**config.mk**
```make
export PLATFORM = sky130hd
export DESIGN_NAME = lif_timestep_scheduler
export DESIGN_NICKNAME = d
export VERILOG_FILES = /design/src/rtl/lif_pkg.sv /design/src/rtl/lif_update_unit.sv /design/src/rtl/lif_timestep_scheduler.sv
export SDC_FILE = /design/constraint.sdc
export NUM_CORES = 1
export LEC_CHECK = 0
export BUFFER_PORTS_ARGS = -buffer_cell sky130_fd_sc_hd__buf_2
export CORE_MARGIN = 1.5
export CORE_UTILIZATION = 60
export CTS_CLUSTER_DIAMETER = 80
export DETAILED_ROUTE_END_ITERATION = 6
export GPL_TIMING_DRIVEN = 0
export PLACE_DENSITY = 0.79
export RECOVER_POWER = 50
export SLEW_MARGIN = 20
export SYNTH_ARGS = -nofsm -noshare
export SYNTH_HDL_FRONTEND = slang
export SYNTH_SLANG_ARGS = --single-unit
```
**constraint.sdc**
```tcl
create_clock -name clk -period 6.5 [get_ports clk]
set_clock_uncertainty 0.1 [all_clocks]
set_input_delay 0.65 -clock clk [delete_from_list [all_inputs] [get_ports clk]]
set_output_delay 0.65 -clock clk [all_outputs]
set_load 0.05 [all_outputs]
```
**src/rtl/lif_pkg.sv**
```systemverilog
// Shared types and elaboration helpers for the time-multiplexed LIF neuron datapath.
// Holds the scheduler state encoding and the width rules for the leak product and saturating sum.
package lif_pkg;

    typedef enum logic [1:0] {
        ST_IDLE   = 2'd0,
        ST_RUN    = 2'd1,
        ST_FINISH = 2'd2
    } lif_state_t;

    // Ceiling log2 that gives 0 for an argument of 1. Usable in constant expressions.
    function automatic int lif_clog2(input int value);
        int r;
        r = 0;
        for (int v = value - 1; v > 0; v = v >> 1) begin
            r = r + 1;
        end
        return r;
    endfunction

    // One extra bit beyond W+clog2(NUM), so the pot*NUM product can never wrap.
    function automatic int leak_prod_w(input int w, input int num);
        return w + lif_clog2(num) + 1;
    endfunction

    // One carry bit above the potential width, for detecting saturation.
    function automatic int sat_sum_w(input int w);
        return w + 1;
    endfunction

endpackage

```
**src/rtl/lif_update_unit.sv**
```systemverilog
// Combinational binary LIF update for one neuron: leak, integrate one input bit, threshold and reset.
// Pure function of its inputs, so it can be replicated for parallel neuron arrays.
module lif_update_unit
    import lif_pkg::*;
#(
    parameter int W          = 8,
    parameter int LAMBDA_NUM = 8,
    parameter int LAMBDA_DEN = 10,
    parameter int THRESH     = 20,
    parameter int RESET_VAL  = 0
) (
    input  logic [W-1:0] pot,
    input  logic         in_bit,
    output logic [W-1:0] next_pot,
    output logic         spike
);

    localparam int PW = leak_prod_w(W, LAMBDA_NUM);
    localparam int SW = sat_sum_w(W);

    logic [PW-1:0] product;
    logic [W-1:0]  leak;
    logic [SW-1:0] sum;
    logic [W-1:0]  integrated;

    // Integer division floors. The quotient never exceeds pot, so it fits back into W bits.
    assign product    = PW'(pot) * PW'(LAMBDA_NUM);
    assign leak       = W'(product / PW'(LAMBDA_DEN));
    assign sum        = SW'(leak) + SW'(in_bit);
    assign integrated = sum[W] ? {W{1'b1}} : sum[W-1:0];

    assign spike    = (integrated >= W'(THRESH));
    assign next_pot = spike ? W'(RESET_VAL) : integrated;

endmodule

```
**src/rtl/lif_timestep_scheduler.sv**
```systemverilog
// Shares one LIF update unit across N_NEURONS neurons, visiting one neuron per cycle per timestep.
// Potentials live in a flop array that is read and written at the same index each RUN cycle.
module lif_timestep_scheduler
    import lif_pkg::*;
#(
    parameter int N_NEURONS  = 16,
    parameter int W          = 8,
    parameter int FRAC_BITS  = 5,
    parameter int LAMBDA_NUM = 8,
    parameter int LAMBDA_DEN = 10,
    parameter int THRESH     = 20,
    parameter int RESET_VAL  = 0,
    parameter int STEP_W     = 16
) (
    input  logic                 clk,
    input  logic                 rst,
    input  logic                 clear,
    input  logic                 start,
    input  logic [N_NEURONS-1:0] in_spikes,
    output logic                 busy,
    output logic                 done,
    output logic [N_NEURONS-1:0] out_spikes,
    output logic [STEP_W-1:0]    step_count,
    output lif_state_t           dbg_state
);

    // Handshake: start is a one-sided request taken only in IDLE (clear has priority there); it is
    // dropped, never queued, in any other state. done is a one-cycle strobe: out_spikes/step_count
    // change in the same cycle done rises and hold until the next done.

    localparam int IDX_W = (N_NEURONS > 1) ? lif_clog2(N_NEURONS) : 1;

    // FRAC_BITS only documents where the binary point sits; it has no arithmetic effect.
    if (FRAC_BITS > W) begin : g_frac_wider_than_pot
    end

    lif_state_t           state_q;
    lif_state_t           state_d;
    logic [IDX_W-1:0]     idx_q;
    logic [N_NEURONS-1:0] in_latched_q;
    logic [N_NEURONS-1:0] spike_acc_q;
    logic [W-1:0]         pot_q [N_NEURONS];

    logic                 accept_start;
    logic                 accept_clear;
    logic                 last_idx;
    logic                 run_en;
    logic                 finish_en;
    logic                 latch_en;
    logic                 clear_en;
    logic [W-1:0]         rd_pot;
    logic                 rd_in_bit;
    logic [W-1:0]         wr_pot;
    logic                 wr_spike;

    assign accept_clear = (state_q == ST_IDLE) && clear;
    assign accept_start = (state_q == ST_IDLE) && start && !clear;
    assign last_idx     = (idx_q == IDX_W'(N_NEURONS - 1));

    assign rd_pot    = pot_q[idx_q];
    assign rd_in_bit = in_latched_q[idx_q];

    lif_update_unit #(
        .W          (W),
        .LAMBDA_NUM (LAMBDA_NUM),
        .LAMBDA_DEN (LAMBDA_DEN),
        .THRESH     (THRESH),
        .RESET_VAL  (RESET_VAL)
    ) u_update (
        .pot      (rd_pot),
        .in_bit   (rd_in_bit),
        .next_pot (wr_pot),
        .spike    (wr_spike)
    );

    always_ff @(posedge clk) begin
        if (rst) begin
            state_q <= ST_IDLE;
        end else begin
            state_q <= state_d;
        end
    end

    always_comb begin
        state_d = state_q;
        case (state_q)
            ST_IDLE:   if (accept_start) state_d = ST_RUN;
            ST_RUN:    if (last_idx) state_d = ST_FINISH;
            ST_FINISH: state_d = ST_IDLE;
            default:   state_d = ST_IDLE;
        endcase
    end

    always_comb begin
        busy      = (state_q == ST_RUN);
        run_en    = (state_q == ST_RUN);
        finish_en = (state_q == ST_FINISH);
        latch_en  = accept_start;
        clear_en  = accept_clear;
        dbg_state = state_q;
    end

    always_ff @(posedge clk) begin
        if (rst) begin
            idx_q        <= '0;
            in_latched_q <= '0;
            spike_acc_q  <= '0;
            out_spikes   <= '0;
            step_count   <= '0;
            done         <= 1'b0;
            for (int i = 0; i < N_NEURONS; i++) begin
                pot_q[i] <= '0;
            end
        end else begin
            done <= finish_en;
            if (clear_en) begin
                for (int i = 0; i < N_NEURONS; i++) begin
                    pot_q[i] <= '0;
                end
            end
            if (latch_en) begin
                in_latched_q <= in_spikes;
                idx_q        <= '0;
            end
            // Spike and reset land in the same write, so a fired neuron restarts within this timestep.
            if (run_en) begin
                pot_q[idx_q]       <= wr_pot;
                spike_acc_q[idx_q] <= wr_spike;
                if (!last_idx) begin
                    idx_q <= idx_q + 1'b1;
                end
            end
            if (finish_en) begin
                out_spikes <= spike_acc_q;
                step_count <= step_count + 1'b1;
            end
        end
    end

endmodule

```
; ---- Word level (Yosys, flattened, before mapping)
; Memory sizes are Yosys's and may differ from the RTL's. A register that Yosys moved wholly into a read port is not among the register bits.
; Cells that the tools add are included.
[word_totals]
memories = 1
word_cells = 85
ff_bits = 71
latch_bits = 0
output_inout_bits = 36
in_bits = 20
romBits = 0
ramBits = 128
[mem_list]
columns = name, words, width, read_ports, rd_ports_with_merged_regs, write_ports, line
row1 = pot_q, 16, 8, 1, 1, 16, lif_timestep_scheduler.sv:42  ; logic [W-1:0] pot_q [N_NEURONS];
[op_classes]
n_div = 1
eq_ne = 5
order_cmp = 3
shift = 0
n_reduce_logical = 8
n_addsub = 3
bitwise = 16
multipliers = 0
mux = 41
[op_table]
columns = cell, count
row1 = 8-bit 2-to-1 mux, 19
row2 = 4-bit 2-to-1 mux, 5
row3 = "16-bit by 1-bit adder with 16-bit output, second input constant", 1
row4 = 16-bit bitwise mux, 1
row5 = 1-bit OR, 16
row6 = "11-bit by 4-bit divider with 12-bit output, second input constant", 1
row7 = 1-bit 2-to-1 mux, 11
row8 = 8-bit by 1-bit adder with 9-bit output, 1
row9 = "8-bit by 5-bit >= comparator with 1-bit output, second input constant", 1
row10 = 8-bit OR reduction, 1
row11 = "4-bit by 5-bit < comparator with 1-bit output, second input constant", 1
row12 = "4-bit by 1-bit adder with 4-bit output, second input constant", 1
row13 = 1-bit binary-select mux with 4-bit select, 1
row14 = 1-bit demux with 4-bit select, 1
row15 = "4-bit equality test, second input constant", 1
row16 = "4-bit by 1-bit >= comparator with 1-bit output, second input constant", 1
row17 = 1-bit logical AND, 4
row18 = 2-bit 2-to-1 mux, 2
row19 = 2-bit one-hot mux with 2 select lines, 1
row20 = "2-bit by 1-bit equality test with 1-bit output, second input constant", 1
row21 = "2-bit equality test, second input constant", 1
row22 = 2-bit logical NOT, 1
row23 = "2-bit by 1-bit != test with 1-bit output, second input constant", 1
row24 = "2-bit != test, second input constant", 1
row25 = other kinds (2), 2

; ---- Logic depth before layout (Yosys ltp)
[depth]
word_depth = 7
depth_mapped = 27
mapped_depth_nobuf = 23

; ---- Hierarchy
; Synthesis repeated with hierarchy kept, for this count alone.
[unflattened]
hier_cells = 881
hier_area_um2 = 9927.0
[modules_own_cells]
columns = module, cells_each, seq_area_each_um2, n_inst, area_per_inst_um2
row1 = lif_timestep_scheduler, 726, 5265.0, 1, 8800.9
row2 = lif_update_unit, 155, 0.0, 1, 1126.1

; ---- Worst setup path before layout
; Ideal clock, no wire load.
[synth_timing]
path_type = register to register
start = reg idx_q[0]
end = mem pot_q[8][3] (data pin)
setup_ps = 273
t_arrival_ps = 5283
required_time_ps = 6127
path_stages_with_launch = 27
n_path_buf = 4
synth_period_minus_slack_ps = 5656
slack_ps = 844
path_cell_list = dfxtp_1 buf_4 buf_12 mux4_2 nand2_1 and4_1 buf_4 nor2_1 or4_1 a32oi_1 a21boi_1 nand2_1 o21ai_0 ha_1 nor2_1 and3_1 a22oi_1 o21ai_0 nand3_1 ha_1 inv_1 nor3_1 or2_2 o311a_1 a2bb2oi_1 clkbuf_1 nor4_1
[synth_lines]
columns = item, line
row1 = from (decl), lif_timestep_scheduler.sv:39  ; logic [IDX_W-1:0] idx_q;
row2 = from (signal assigned), lif_timestep_scheduler.sv:130  ; idx_q <= idx_q + 1'b1;
row3 = to (decl), lif_timestep_scheduler.sv:42

==> impl_results.md <==
* Status: completed
* Clock Path Buffers at 2
* Fin crit period at 6.19 ns
* Commonest non-fill, non-tap cell in the layout: nand2_1
* Worst-path clk slew at 0.08 ns
* N_diodes at 0
* Setup crit end kind: flip-flop
* Slew Viols, Final at 0
* Worst Slack Setup Final at 0.307 ns
* Hold depth at 3
* DRT Pass-1 Iters at 6
* Synth Flop Type: edfxtp_1
* Reg2reg end: pot_q[8][3]
* Vias in the first global route at 7304
* Routed wire length on met2 at 11800 microns
* Number of antenna violations at the first check in global routing at 0
* Clk_lat worst skew at 0.44 ns
* Worst-margin pin slew at 0.822 ns
* Hpwl dp at 17400 microns
* Final hold slack at 0.344 ns
* MaxCap Viol Count at 0
* Critical Path RT at 6.57 ns
* Die width at 131 microns
* H-Tree Depth at 4
* Syn_area_per_cell at 11.2 sq um
* Sequential share of the synthesized area at 53.8%
* Worst setup SP type: flip-flop
* Initial Util at 61.6%
* Synthesized area at 9790 sq um
* Initial drt markers at 869
* Die height at 131 microns
* Post-synth ARST share at 0%
* Met3 WL at 2560 microns
* Fmax at 161 MHz
* Top Layer Used: met4
* Netlist cell types at 70
* Static leakage at 3.84 nW
* Setup TNS Final at 0 ns
* Number of flops mapped to enable cells by yosys at 128
* Hold-fix buffers, CTS at 0
* Top cell type by total area after synthesis: edfxtp_1
* Area grow syn2layout at 13.8%
* Setup violators final at 0
* GR Overflow Total at 0
* R2R Setup Slk at 0.31 ns
* I/O Pins at 56
* Worst setup path category: flip-flop to flip-flop
* Warnings, synthesis at 0
* R2R depth at 25
* Crit-path max cell delay at 0.53 ns
* WHS Endpoint: in_latched_q[5]
* Crit path DAT at 6.26 ns
* Crit share post-route at 95.3%
* Layout cells sized above 1 at 14.4%
* Row cnt at 46
* Core Area at 15900 sq um
* Relative slew slack at 45.2%
* Via density at 6.49
* Final hold viol count at 0
* Critical path fanouts, max at 10
* Largest net degree at the start of global routing at 21
* Clk root buf: clkbuf_16
* Worst path slowest cell: or4_1
* Synth Instances at 877
* Flops & latches, synth at 199
* Pwr Density at 280 nW/um^2
* Total Routing Usage GR at 29.8%
* Routed length on met1 at 9800 microns
* Synth top area share at 39.3%
* Nets at 1028
* Most frequent cells in the layout: 136 x nand2_1, 128 x edfxtp_1, 78 x nor4_1
* Port bufs at 55
* CP dominant cell by count: buf_4
* Worst r2r src: idx_q[1]
* CTS tree: built
* Hold path start: in_spikes[5]
* Dominant cells by area after synthesis: edfxtp_1 39%, dfxtp_1 15%, mux4_2 8.5%
* Die Area at 17100 sq um
* Cts bufs inserted at 17
* Global-route wire length before repair at 38100 microns
* Detailed-route wire length at 24700 microns
* Antenna viol nets, final at 0
* GP Congestion at 0.904
* Worst hold path class: primary input to flip-flop
* Vias at 7965
* WL/cell at 20.1 microns
* RSZ-0062 raised after global routing: no
* DP Worst Slack at -0.372 ns
* Sink Count at 199
* Max VDD drop at 0.209 mV
* DRC errors left at 0
* Fill count at 1182
-- worst max-delay path: cells and delay by family (launching register included) --
kind,cells,cell delay [ns]
AO/OA/AOI/OAI,7,1.38
AND/OR/NAND/NOR,10,1.93
adder cells (fa/ha/maj),2,0.57
flip-flops,1,0.47
multiplexers,1,0.32
buffers and inverters,5,1.14
-- layer usage --
metal  up-vias  GRT usage [%]
met5         -              0
met4         0           10.3
met3        66           8.84
met2       497           46.1
met1      3816           40.7
li1       3586              -
-- cells in the mapped netlist (3+ instances only) --
library cell	instances
and2_1	4
clkbuf_1	42
or3_1	8
edfxtp_1	128
nor4_1	80
ha_1	9
nor2b_1	4
a22oi_1	3
buf_2	22
xnor2_1	4
nand2_1	136
o31ai_1	3
xor2_1	8
and4_1	6
nand3b_1	4
and3_1	11
nor3_1	11
nand2b_1	17
a211oi_1	5
mux4_2	37
dfxtp_1	71
buf_4	7
nand4_1	17
o31a_1	3
inv_1	7
o311a_1	19
nand3_1	39
a21oi_1	53
o21ai_0	15
o21ai_1	3
nor2_1	38
or4_1	3
buf_1	5
nor4b_1	4
-- kinds of logic (layout without fill, tap and decap cells) --
kind of cell / count (synthesis) / in the layout / share of synthesized area [%]
buffers and inverters: 86 / 174 / 4.13
and+or+nand+nor: 395 / 395 / 20.9
AOI/OAI and AO/OA: 133 / 133 / 9.53
adders and majority gates: 9 / 9 / 1.15
DFF: 199 / 199 / 53.8
other: 1 / 48 / 0.0383
muxes: 42 / 42 / 9.40
xor gates and xnor gates: 12 / 12 / 1.07
-- final cells by class --
cell class,instances,area (sq um),share of cell area [%]
timing repair buffer,57,240,2.16
buffer,77,390,3.51
tap,216,270,2.43
multi-input combinational,639,4370,39.2
clock inverter,14,141,1.27
sequential,199,5270,47.3
clock buffer,18,429,3.85
inverter,8,30.0,0.270
-- flip-flops by register name, indices dropped and copies added (netlist names) --
name	count
dbg_state	2
done	1
idx_q	4
in_latched_q	16
out_spikes	16
pot_q	128
spike_acc_q	16
step_count	16
-- worst max-delay path by stage --
stage | startpoint | to | slack, ns | cells after the start
after floorplan | idx_q[0] | pot_q[8][3] | 0.84 | 26
after global placement | idx_q[0] | pot_q[11][3] | -0.24 | 26
after detailed placement | idx_q[1] | pot_q[10][3] | -0.37 | 25
after CTS | idx_q[0] | pot_q[12][1] | 0.03 | 25
after global routing | idx_q[0] | pot_q[13][3] | 0.03 | 26
final | idx_q[1] | pot_q[8][3] | 0.31 | 25
-- per-stage QoR --
stage	instances	area, sq um	utilization, %	power, W
global route	1228	11100	70.1	0.00324
detailed placement	1196	10500	66.2	0.00208
floorplan	924	9960	-	0.00191
finish	1228	11100	70.1	0.00312
global placement	1195	10500	66.1	0.00207
CTS	1228	11100	70.0	0.00310
-- repair_timing --
| item | in CTS | in global routing |
|---|---|---|
| gates resized for setup | 6 | 25 |
| pin swaps | 0 | 2 |
| setup buffers | 0 | 1 |
| setup endpoints to repair | 33 | 96 |
-- report_power, final --
part / leakage (nW) / total (W) / switching, W / internal [W]
sequential: 1.94 / 0.00142 / 0.0000187 / 0.00140
combinational: 1.62 / 0.000688 / 0.000469 / 0.000219
clock: 0.283 / 0.00101 / 0.000501 / 0.000509
total: 3.84 / 0.00312 / 0.000989 / 0.00213
Note: power is estimated with default switching activity, not from simulation.
